===== src/rtl/logo_bounce_controller.sv =====
// Logo position controller: moves a LOGO_SIZE square once per frame, bouncing
// off the screen edges, and maps each pixel to an in-logo flag and ROM coordinates.
module logo_bounce_controller #(
    parameter int H_ACTIVE  = 640,
    parameter int V_ACTIVE  = 480,
    parameter int LOGO_SIZE = 128,
    parameter int SPEED     = 1
) (
    input  logic       clk,
    input  logic       reset,
    input  logic       enable,
    input  logic [9:0] hpos,
    input  logic [9:0] vpos,
    input  logic       display_on,
    output logic       in_logo,
    output logic [6:0] rom_x,
    output logic [6:0] rom_y,
    output logic [2:0] color_index,
    output logic       bounce,
    output logic       corner
);

    typedef enum logic {
        DIR_INC = 1'b0,
        DIR_DEC = 1'b1
    } dir_t;

    typedef struct packed {
        logic [9:0] pos;
        dir_t       dir;
        logic       hit;
    } axis_t;

    localparam logic [9:0]  MAX_X  = 10'(H_ACTIVE - LOGO_SIZE);
    localparam logic [9:0]  MAX_Y  = 10'(V_ACTIVE - LOGO_SIZE);
    localparam logic [10:0] SIZE_W = 11'(LOGO_SIZE);
    localparam logic [10:0] STEP_W = 11'(SPEED);
    localparam logic [9:0]  STEP   = 10'(SPEED);
    localparam logic [9:0]  V_TICK = 10'(V_ACTIVE);

    logic [9:0] pos_x;
    logic [9:0] pos_y;
    dir_t       dir_x;
    dir_t       dir_y;
    logic [2:0] color;

    logic       tick;
    axis_t      nx_x;
    axis_t      nx_y;
    logic [2:0] color_nx;

    // One axis step; increasing compare is done in 11 bits so pos + SPEED cannot wrap,
    // and both directions clamp to the limit so pos never leaves 0..max.
    function automatic axis_t step_axis(input logic [9:0] pos, input dir_t dir,
                                        input logic [9:0] max_pos);
        axis_t r;
        r.pos = pos;
        r.dir = dir;
        r.hit = 1'b0;
        if (dir == DIR_INC) begin
            if (({1'b0, pos} + STEP_W) >= {1'b0, max_pos}) begin
                r.pos = max_pos;
                r.dir = DIR_DEC;
                r.hit = 1'b1;
            end else begin
                r.pos = pos + STEP;
            end
        end else begin
            if (pos <= STEP) begin
                r.pos = '0;
                r.dir = DIR_INC;
                r.hit = 1'b1;
            end else begin
                r.pos = pos - STEP;
            end
        end
        return r;
    endfunction

    // Frame tick and candidate next motion state for both axes.
    always_comb begin
        tick     = (hpos == '0) && (vpos == V_TICK);
        nx_x     = step_axis(pos_x, dir_x, MAX_X);
        nx_y     = step_axis(pos_y, dir_y, MAX_Y);
        color_nx = (color == 3'd7) ? 3'd1 : color + 3'd1;
    end

    // Motion state, colour and one-cycle edge pulses; updated only on an enabled tick.
    always_ff @(posedge clk) begin
        if (reset) begin
            pos_x  <= '0;
            pos_y  <= '0;
            dir_x  <= DIR_INC;
            dir_y  <= DIR_INC;
            color  <= 3'd1;
            bounce <= 1'b0;
            corner <= 1'b0;
        end else begin
            bounce <= 1'b0;
            corner <= 1'b0;
            if (tick && enable) begin
                pos_x  <= nx_x.pos;
                dir_x  <= nx_x.dir;
                pos_y  <= nx_y.pos;
                dir_y  <= nx_y.dir;
                bounce <= nx_x.hit | nx_y.hit;
                corner <= nx_x.hit & nx_y.hit;
                if (nx_x.hit | nx_y.hit) begin
                    color <= color_nx;
                end
            end
        end
    end

    // Zero-latency pixel lookup; bounds compared in 11 bits to avoid overflow at pos + size.
    always_comb begin
        in_logo = display_on
                  && ({1'b0, hpos} >= {1'b0, pos_x})
                  && ({1'b0, hpos} <  ({1'b0, pos_x} + SIZE_W))
                  && ({1'b0, vpos} >= {1'b0, pos_y})
                  && ({1'b0, vpos} <  ({1'b0, pos_y} + SIZE_W));
        rom_x       = hpos[6:0] - pos_x[6:0];
        rom_y       = vpos[6:0] - pos_y[6:0];
        color_index = color;
    end

endmodule


===== config.mk =====
export PLATFORM = sky130hd
export DESIGN_NAME = logo_bounce_controller
export DESIGN_NICKNAME = d
export VERILOG_FILES = /design/src/rtl/logo_bounce_controller.sv
export SDC_FILE = /design/constraint.sdc
export NUM_CORES = 1
export LEC_CHECK = 0
export BUFFER_PORTS_ARGS = -buffer_cell sky130_fd_sc_hd__buf_4
export CORE_MARGIN = 5
export CORE_UTILIZATION = 56
export CTS_BUF_LIST = sky130_fd_sc_hd__clkbuf_2 sky130_fd_sc_hd__clkbuf_4 sky130_fd_sc_hd__clkbuf_8
export DETAILED_ROUTE_END_ITERATION = 6
export PLACE_DENSITY = 0.79
export SYNTH_ARGS = -nofsm -noshare
export SYNTH_HDL_FRONTEND = slang
export SYNTH_SLANG_ARGS = --single-unit

===== constraint.sdc =====
create_clock -name clk -period 2.4 [get_ports clk]
set_input_delay 0 -clock clk [delete_from_list [all_inputs] [get_ports clk]]
set_output_delay 0 -clock clk [all_outputs]
set_load 0.01 [all_outputs]

==> flow_metrics.env, run 1 <==
export IMPL_io_buffers=43
export IMPL_finalNetCount=532
export IMPL_yosys_most_used_dff="dfxtp_1"
export IMPL_seq_area_frac_synth_pct=17.4
export IMPL_synth_async_reset_ratio_pct=0
export IMPL_yosysWarningCount=0
export IMPL_drv_slew=0
export IMPL_setup_ws_ns=0.0426
export IMPL_grt_max_degree=31
export IMPL_seqPwrFrac_pct=47.8
export IMPL_pwr_share_comb_pct=23.1
export IMPL_synth_simple_area_share_pct=24.2
export IMPL_fmax_ghz=0.424
export IMPL_drt_pass1_iter_count=5
export IMPL_critical_path_class="reg -> out"
export IMPL_synth_cells=416
export IMPL_die_w_microns=84.4
export IMPL_p_sw_mw=0.256
export IMPL_postSynthNetCount=482
export IMPL_initial_utilization_pct=57.0
export IMPL_powerDensity_nw_per_um2=245
export IMPL_setup_viol=0
export IMPL_yosys_area_share_adder_pct=17.4
export IMPL_critPathLaunchType="flip-flop"
export IMPL_synth_mux_area_share_pct=2.46
export IMPL_sw_frac_of_total_pct=27.8
export IMPL_internal_power_mw=0.667
export IMPL_num_io_pins=44
export IMPL_wl_per_cell_microns=16.6
export IMPL_period_needed_ns=2.36
export IMPL_cts_htree_levels=1
export IMPL_dp_hpwl_microns=6670
export IMPL_critPathCaptureType="output pin"
export IMPL_design_core_area_sq_um=5440
export IMPL_min_from="reset"
export IMPL_r2r_start="pos_y[4]"
export IMPL_synth_xor_area_share_pct=4.52
export IMPL_grt_pass1_vias=3238
export IMPL_drive_gt1_share_pct=25.2
export IMPL_viasPerCell=6.15
export IMPL_drc=0
export IMPL_pwr_share_clk_pct=29.1
export IMPL_synth_edf_count=0
export IMPL_clock_sinks=27
export IMPL_cts_hold_buf=0
export IMPL_ys_types=66
export IMPL_num_vias=3305
export IMPL_drtIter0Drc=189
export IMPL_root_buffer="clkbuf_8"
export IMPL_antenna_found_initial=0
export IMPL_gp_congestion=0.961
export IMPL_row_count=27
export IMPL_syn_area_per_cell_sq_um=7.45
export IMPL_max_slew_worst_pin_slew_ns=0.634
export IMPL_fillers=473
export IMPL_diodes=0
export IMPL_synth_top_family_by_area="compound AO/OA/AOI/OAI gates"
export IMPL_power_leakage_nw=1.51
export IMPL_fin_skew_ns=0.00822
export IMPL_die_area_sq_um=7130
export IMPL_cts_tree="yes"
export IMPL_p_total_mw=0.923
export IMPL_routed_wl_microns=8930
export IMPL_grt_first_pass_wirelength_microns=14800
export IMPL_hold_class="in -> reg"
export IMPL_synth_seq_cells=27
export IMPL_ant_nets=0
export IMPL_ir_drop_uv=270
export IMPL_gr_usage_all_layers_pct=24.6
export IMPL_hold_viol_final=0
export IMPL_clkTransAtPathRegs_ns=0.10
export IMPL_area_delta_synth_final_pct=21.3
export IMPL_final_cell_mix="67 x buf_4, 38 x inv_1, 37 x a21oi_1, 37 x ha_1, 30 x nand2_1"
export IMPL_outcome="complete, no violations"
export IMPL_numCtsBuffers=3
export IMPL_crit_fanout=7
export IMPL_dpl_worst_slack_ns=-0.0182
export IMPL_worstPathArrival_ns=2.36
export IMPL_startpoint="pos_y[0]"
export IMPL_synth_area_sq_um=3100
export IMPL_period_share_pct=98.2
export IMPL_grt_ovfl_total=0
export IMPL_clk_latency_ns=0.28
export IMPL_clock_path_buffers=2
export IMPL_synth_compound_area_share_pct=25.7
export IMPL_rsz0062_at_grt="true"
export IMPL_relSlewSlack_pct=57.4
export IMPL_maxCapViolCount=0
export IMPL_mostFrequentLayoutCell="buf_4"
export IMPL_die_y_microns=84.4
export IMPL_cts_setup_buffers=0
export IMPL_cp_required_ns=2.40
-- critical path, stage by stage (launching register included) --
cell and delay, ns:
dfxtp_2 0.37, buf_4 0.16, ha_1 0.21, fa_2 0.38, nor2_1 0.16, nor4_1 0.07, o21ai_1 0.20, o311ai_0 0.15
and4b_1 0.27, buf_4 0.12
-- per-layer routing --
metal | GRT usage [%] | part of all wire [%]
met4 | 6.76 | 1.4
met5 | 0 | 0
met3 | 3.93 | 6.0
met2 | 44.7 | 52
met1 | 30.0 | 40
-- kinds of logic after synthesis --
| kind of cell | count (synthesis) |
|---|---|
| simple gates | 138 |
| compound gates | 123 |
| buf+inv | 63 |
| fa+ha+maj | 42 |
| flops | 27 |
| xor+xnor | 16 |
| mux | 7 |
-- synth_stat cells, drive strengths merged, types with 8 or more instances --
| cell type | count | share of area, % |
|---|---|---|
| a21oi | 39 | 6.3 |
| dfxtp | 27 | 17 |
| nand3 | 12 | 2.1 |
| ha | 40 | 16 |
| clkbuf | 14 | 1.7 |
| nor4 | 11 | 2.9 |
| nor2 | 28 | 3.4 |
| o21ai | 29 | 4.8 |
| buf | 8 | 1.6 |
| nor3 | 17 | 2.9 |
| inv | 41 | 5.0 |
| xnor2 | 15 | 4.2 |
| nand2 | 30 | 3.6 |
| nand2b | 9 | 1.8 |
-- sequential cells by signal, indices dropped and copies added (netlist names) --
register / count
bounce: 1
pos_x: 10
dir_x: 1
pos_y: 10
dir_y: 1
color_index: 3
corner: 1
-- area by class of cell --
type | count | area (sq um) | share of cell area (%)
tap | 72 | 90.1 | 2.40
clock buffer | 3 | 41.3 | 1.10
multi-input combinational | 326 | 2400 | 63.7
inverter | 41 | 154 | 4.09
clock inverter | 1 | 5.00 | 0.133
sequential | 27 | 571 | 15.2
timing repair buffer | 67 | 503 | 13.4
-- final timing paths --
| kind | end | cells after the start | slack (ns) |
|---|---|---|---|
| max reg2reg | pos_y[5] | 7 | 0.14 |
| min | pos_x[0] | 2 | 0.1 |
| min reg2reg | color_index[2] | 2 | 0.50 |
| max | in_logo | 9 | 0.04 |
-- repair_timing --
action / CTS / global route
endpoints found under the setup margin: 8 / 14
pin swaps: 0 / 6
gates resized for setup: 18 / 29
-- per-stage QoR --
stage | std cells | area (sq um) | utilization, % | hold slack [ns] | setup TNS [ns]
6_report | 537 | 3760 | 69.2 | 0.0975 | 0
2_1_floorplan | 416 | 3100 | - | 0.195 | 0
3_5_place_dp | 533 | 3590 | 66.0 | 0.382 | -0.0182
4_1_cts | 537 | 3660 | 67.3 | 0.0886 | 0
5_1_grt | 537 | 3760 | 69.2 | 0.101 | -0.0702
3_3_place_gp | 533 | 3590 | 66.0 | 0.373 | -0.0274
-- power groups by stage --
| stage | sequential, mW | clock [mW] | combinational, mW |
|---|---|---|---|
| finish | 0.442 | 0.269 | 0.213 |
| global route | 0.442 | 0.296 | 0.236 |
| CTS | 0.445 | 0.271 | 0.203 |
| detailed placement | 0.458 | 0 | 0.199 |
| global placement | 0.458 | 0 | 0.196 |
| floorplan | 0.458 | 0 | 0.107 |
Power figures use the tool's default switching activity.
==> run 2: changes to the inputs <==
Settings changed: PLACE_DENSITY 0.79 to 0.78.
==> run 2 against run 1 <==
Compared with the run above: cell count did not move; clock skew down 0.0012 ns; sequential share of layout area rose by 0.12 points; via count is 1.2% lower; final area fell by 1.2%; power up 1.4%; routed wire length down 2.3%; first-iteration DRC count down 37%; die area unchanged; clock-buffer cell count stayed put; worst setup slack better by 0.0091 ns; critical path depth rose by 1; critical path type unchanged; critical endpoint unchanged; largest cell class unchanged.
==> flow_metrics.env, run 2 (synthesis gave the netlist of run 1 again) <==
export IMPL_drive_gt1_share_pct=23.7
export IMPL_p_total_mw=0.936
export IMPL_clk_latency_ns=0.28
export IMPL_die_y_microns=84.4
export IMPL_max_slew_worst_pin_slew_ns=0.541
export IMPL_num_vias=3265
export IMPL_grt_use_met3_pct=3.63
export IMPL_worstReg2RegEnd="pos_y[4]"
export IMPL_reg2regPathDepth=8
export IMPL_sw_frac_of_total_pct=28.5
export IMPL_top_usage_layer="met2"
export IMPL_design_core_area_sq_um=5440
export IMPL_dpl_cell_count=532
export IMPL_final_cells=537
export IMPL_setup_viol=0
export IMPL_crit_fanout=7
export IMPL_drc=0
export IMPL_wl_per_cell_microns=16.3
export IMPL_die_w_microns=84.4
export IMPL_met1_usage_pct=31.0
export IMPL_worstPathArrival_ns=2.35
export IMPL_power_leakage_nw=1.50
export IMPL_cp_required_ns=2.40
export IMPL_drv_slew=0
export IMPL_r2r_start="pos_y[0]"
export IMPL_pwr_share_comb_pct=22.5
export IMPL_grt_pass1_vias=3189
export IMPL_clock_sinks=27
export IMPL_diodes=0
export IMPL_setup_ws_ns=0.0517
export IMPL_clock_path_buffers=2
export IMPL_critical_path_class="reg -> out"
export IMPL_internal_power_mw=0.669
export IMPL_critPathCaptureType="output pin"
export IMPL_rsz0062_at_grt="true"
export IMPL_cts_tree="yes"
export IMPL_drtIter0Drc=119
export IMPL_grt_first_pass_wirelength_microns=14800
export IMPL_gp_congestion=0.997
export IMPL_p_sw_mw=0.267
export IMPL_pwr_share_clk_pct=30.2
export IMPL_root_buffer="clkbuf_8"
export IMPL_crit_chain="inv_1, ha_1, nor2b_1, o21ai_2, a21boi_1, o21ai_2, a21oi_1, o221ai_2, and4b_1, buf_4"
export IMPL_numCtsBuffers=3
export IMPL_num_io_pins=44
export IMPL_gr_usage_all_layers_pct=24.4
export IMPL_fin_skew_ns=0.00698
export IMPL_mostFrequentLayoutCell="buf_4"
export IMPL_crit_path_max_incr_delay_ns=0.41
export IMPL_initial_utilization_pct=57.0
export IMPL_powerDensity_nw_per_um2=252
export IMPL_seqPwrFrac_pct=47.3
export IMPL_placed_area_sq_um=3580
export IMPL_grt_ovfl_total=0
export IMPL_ant_nets=0
export IMPL_dp_hpwl_microns=6740
export IMPL_clkTransAtPathRegs_ns=0.11
export IMPL_relSlewSlack_pct=63.5
export IMPL_hold_depth=2
export IMPL_maxCapViolCount=0
export IMPL_dpl_worst_slack_ns=-0.0706
export IMPL_rrSetupSlack_ns=0.16
export IMPL_final_area_sq_um=3710
export IMPL_area_delta_synth_final_pct=19.8
export IMPL_final_cell_mix="67 x buf_4, 39 x a21oi_1, 39 x ha_1, 37 x inv_1, 30 x nand2_1"
export IMPL_period_share_pct=97.8
export IMPL_io_buffers=43
export IMPL_cts_hold_buf=0
export IMPL_hold_class="in -> reg"
export IMPL_cpMostUsedCell="o21ai_2"
export IMPL_period_needed_ns=2.35
export IMPL_die_area_sq_um=7130
export IMPL_slowest_stage="dfxtp_4"
export IMPL_viasPerCell=6.08
export IMPL_outcome="complete, no violations"
export IMPL_drt_pass1_iter_count=6
export IMPL_cts_htree_levels=1
export IMPL_min_from="reset"
export IMPL_critPathLaunchType="flip-flop"
export IMPL_fmax_ghz=0.426
export IMPL_fin_util_pct=68.3
export IMPL_antenna_found_initial=0
export IMPL_met2_usage_pct=43.3
export IMPL_row_count=27
export IMPL_finalNetCount=532
export IMPL_grt_max_degree=31
export IMPL_whs_endpoint="pos_x[0]"
export IMPL_routed_wl_microns=8730
export IMPL_ir_drop_uv=255
export IMPL_hold_viol_final=0
==> run 2: changes by cell type in the layout (fill, tap and decap cells not counted), moves of 2 or more <==
cell,before,now
a21oi_2,2,0
o32ai_1,3,5
a21boi_1,1,3
a21oi_1,37,39
ha_1,37,39
a21boi_2,2,0
o32ai_2,2,0
==> run 2: area by class of cell <==
cell class	count	area, sq um
Inverter	41	154
Clock inverter	1	7.51
Tap cell	72	90.1
Sequential cell	27	568
Timing Repair Buffer	67	503
Clock buffer	3	41.3
Multi-Input combinational cell	326	2350
Fill cell	456	1720
==> run 2: worst max path at each step <==
stage | start | to | slack, ns
6_report | pos_y[1] | in_logo | 0.05
5_1_grt | pos_y[1] | in_logo | -0.07
4_1_cts | pos_x[3] | in_logo | 0.0005
3_5_place_dp | pos_y[1] | in_logo | -0.07
3_3_place_gp | pos_y[1] | in_logo | -0.007
2_1_floorplan | pos_y[0] | pos_y[0] | 0.23
==> run 2: stage by stage <==
stage,setup TNS (ns),hold WS [ns]
2_1_floorplan,0,0.195
3_3_place_gp,-0.00749,0.373
3_5_place_dp,-0.0706,0.374
4_1_cts,0,0.0803
5_1_grt,-0.0742,0.113
6_report,0,0.0866
==> run 2: routing by layer <==
layer | share of wire [%] | wire length [microns]
met1 | 42 | 3700
met2 | 50 | 4380
met3 | 5.3 | 464
met5 | 0 | 0
met4 | 2.0 | 177
==> run 2: power by group through the flow <==
stage	Combinational (mW)	Clock (mW)	Sequential (mW)
floorplan	0.107	0	0.458
global placement	0.195	0	0.458
detailed placement	0.199	0	0.458
CTS	0.206	0.285	0.444
global route	0.234	0.304	0.443
finish	0.211	0.282	0.443
==> run 2: critical path: cells and delay by family, from the launching register on <==
kind | cells | cell delay (ns)
flip-flops | 1 | 0.41
AO/OA/AOI/OAI | 5 | 0.73
buffers and inverters | 2 | 0.26
AND/OR/NAND/NOR | 2 | 0.37
adder cells (fa/ha/maj) | 1 | 0.31
==> run 2: repair_timing <==
action	in CTS	in global routing
cloned	0	0
resized for setup	20	20
pin swaps	2	3
setup buffers	1	0
setup endpoints to repair	3	7
hold endpoints to repair	0	0
==> run 3: changes to the inputs <==
Settings changed: ABC_AREA set to 1.
==> run 3 against run 2 <==
Compared with the run above: first-iteration DRC count increased by 19%; highest routed layer unchanged; clock-buffer cell count increased by 1; via count decreased by 2.5%; sequential power about the same; largest power group unchanged; maximum frequency increased by 6.6%; hold slack improved by 0.27 ns; sequential share of layout area increased by 0.34 points; utilization decreased by 2.7 points; clock power increased by 2%; cell count increased by 8.6%; area after synthesis decreased by 0.52%.
==> flow_metrics.env, run 3 <==
export IMPL_powerDensity_nw_per_um2=265
export IMPL_max_slew_worst_pin_slew_ns=0.666
export IMPL_initial_utilization_pct=56.7
export IMPL_fin_skew_ns=0.00153
export IMPL_grt_ovfl_total=0
export IMPL_dpl_worst_slack_ns=0.292
export IMPL_fillers=514
export IMPL_row_count=27
export IMPL_area_delta_synth_final_pct=15.7
export IMPL_placed_area_sq_um=3470
export IMPL_postSynthNetCount=533
export IMPL_drc=0
export IMPL_worstPathArrival_ns=2.20
export IMPL_root_buffer="clkbuf_8"
export IMPL_ys_types=35
export IMPL_synth_async_reset_ratio_pct=0
export IMPL_seq_area_frac_synth_pct=17.5
export IMPL_crit_fanout=6
export IMPL_final_cell_mix="83 x nand2_1, 54 x inv_1, 49 x a21oi_1, 49 x buf_4"
export IMPL_mostFrequentLayoutCell="nand2_1"
export IMPL_ant_nets=0
export IMPL_clock_path_buffers=2
export IMPL_gp_congestion=0.891
export IMPL_antenna_found_initial=0
export IMPL_clkTransAtPathRegs_ns=0.10
export IMPL_die_y_microns=84.2
export IMPL_die_w_microns=84.2
export IMPL_io_buffers=43
export IMPL_synth_area_leader_cell="dfxtp_1"
export IMPL_routed_wl_microns=7980
export IMPL_synth_edf_count=0
export IMPL_synth_cells=467
export IMPL_ir_drop_uv=192
export IMPL_final_cells=583
export IMPL_cts_htree_levels=1
export IMPL_viasPerCell=5.46
export IMPL_fmax_ghz=0.454
export IMPL_yosys_most_used_dff="dfxtp_1"
export IMPL_grt_max_degree=22
export IMPL_num_io_pins=44
export IMPL_critPathLaunchType="flip-flop"
export IMPL_p_total_mw=0.946
export IMPL_synth_area_sq_um=3080
export IMPL_grt_pass1_vias=3036
export IMPL_period_share_pct=91.8
export IMPL_grt_first_pass_wirelength_microns=13500
export IMPL_synth_seq_cells=27
export IMPL_dpl_cell_count=575
export IMPL_clock_sinks=27
export IMPL_final_area_sq_um=3570
export IMPL_cts_tree="yes"
export IMPL_critPathCaptureType="output pin"
export IMPL_hold_viol_final=0
export IMPL_diodes=0
export IMPL_clk_latency_ns=0.28
export IMPL_num_vias=3182
export IMPL_setup_tns_ns=0
export IMPL_syn_area_per_cell_sq_um=6.60
export IMPL_drv_slew=0
export IMPL_design_core_area_sq_um=5440
export IMPL_drtIter0Drc=142
export IMPL_outcome="complete, no violations"
export IMPL_numCtsBuffers=3
export IMPL_drt_pass1_iter_count=4
export IMPL_maxCapViolCount=0
export IMPL_gr_usage_all_layers_pct=22.2
export IMPL_die_area_sq_um=7090
export IMPL_synthTopCellsByCount="83 x nand2_1, 56 x inv_1, 49 x a21oi_1"
export IMPL_yosysMostFrequentCell="nand2_1"
export IMPL_cp_required_ns=2.40
export IMPL_dp_hpwl_microns=6350
export IMPL_relSlewSlack_pct=55.6
export IMPL_synth_top_cell_area_share_pct=17.5
export IMPL_wl_per_cell_microns=13.7
export IMPL_rsz0062_at_grt="false"
export IMPL_drive_gt1_share_pct=18.8
export IMPL_synth_area_leaders="dfxtp_1 18%, ha_1 16%, nand2_1 10%, a21oi_1 8.0%, xor2_1 7.1%"
export IMPL_finalNetCount=578
export IMPL_setup_viol=0
export IMPL_setup_ws_ns=0.197
export IMPL_period_needed_ns=2.20
export IMPL_yosysWarningCount=0
export IMPL_hold_class="in -> reg"
export IMPL_critical_path_class="reg -> out"
export IMPL_power_leakage_nw=1.68
[run 3: cell types whose count changed after synthesis, sizes merged, moves of 11 or more]
cell and delta:
nand2 +58, nand3 +20, nor2 +21, xor2 +24, a21oi +11, inv +20
[run 3: report_power, final]
part	total, mW	internal, mW	switching (mW)
combinational	0.212	0.101	0.112
sequential	0.445	0.445	0.000000676
clock	0.288	0.131	0.157
[run 3: area by class of cell]
type | instances | area [sq um] | area share [%]
multi-input combinational | 369 | 2260 | 63.4
sequential | 27 | 558 | 15.6
timing repair buffer | 50 | 378 | 10.6
inverter | 61 | 233 | 6.52
tap | 72 | 90.1 | 2.52
clock buffer | 4 | 48.8 | 1.37
[run 3: cells by family (layout without fill, tap and decap cells)]
family,Yosys count,in the layout,share of synthesized area [%]
fa+ha+maj,42,42,17.5
compound gates,102,102,17.7
simple gates,195,195,29.6
xor+xnor,30,30,8.52
buf+inv,71,115,9.13
flops,27,27,17.5
[run 3: final timing paths]
path                               start             end  slack, ns  cells past startpoint
worst min register to register     dir_x           dir_x       0.50                      2
worst max-delay path            pos_x[0]         in_logo       0.20                     10
worst max register to register  pos_y[1]  color_index[0]       0.40                     14
worst min-delay path             hpos[3]           dir_x       0.35                      5
[run 3: what timing repair did]
action,CTS,global route
setup buffers,0,3
setup endpoints to repair,1,1
pin swaps,0,1
hold endpoints to repair,3,0
resized for setup,1,14
hold buffers,1,0
[run 3: stage by stage]
step           utilization [%]  hold slack [ns]
5_1_grt                   65.6            0.390
3_3_place_gp              63.7            0.234
3_5_place_dp              63.7            0.233
6_report                  65.6            0.353
2_1_floorplan                -            0.118
4_1_cts                   64.8            0.357
[run 3: worst max-delay path, cell delays in order, from the launching register on]
cell,delay (ns)
dfxtp_2,0.41
ha_1,0.17
inv_1,0.07
fa_1,0.44
a21oi_1,0.19
nor3_1,0.06
o21ai_0,0.16
o211ai_1,0.12
nand3_1,0.08
nor3_1,0.05
buf_4,0.15
[run 3: per-layer routing]
| layer | up-vias | track usage [%] | part of all wire (%) |
|---|---|---|---|
| met4 | 0 | 4.97 | 1.6 |
| met2 | 65 | 40.4 | 50 |
| met3 | 16 | 3.93 | 3.2 |
| li1 | 1639 | - | - |
| met1 | 1462 | 27.2 | 45 |
| met5 | - | 0 | 0 |
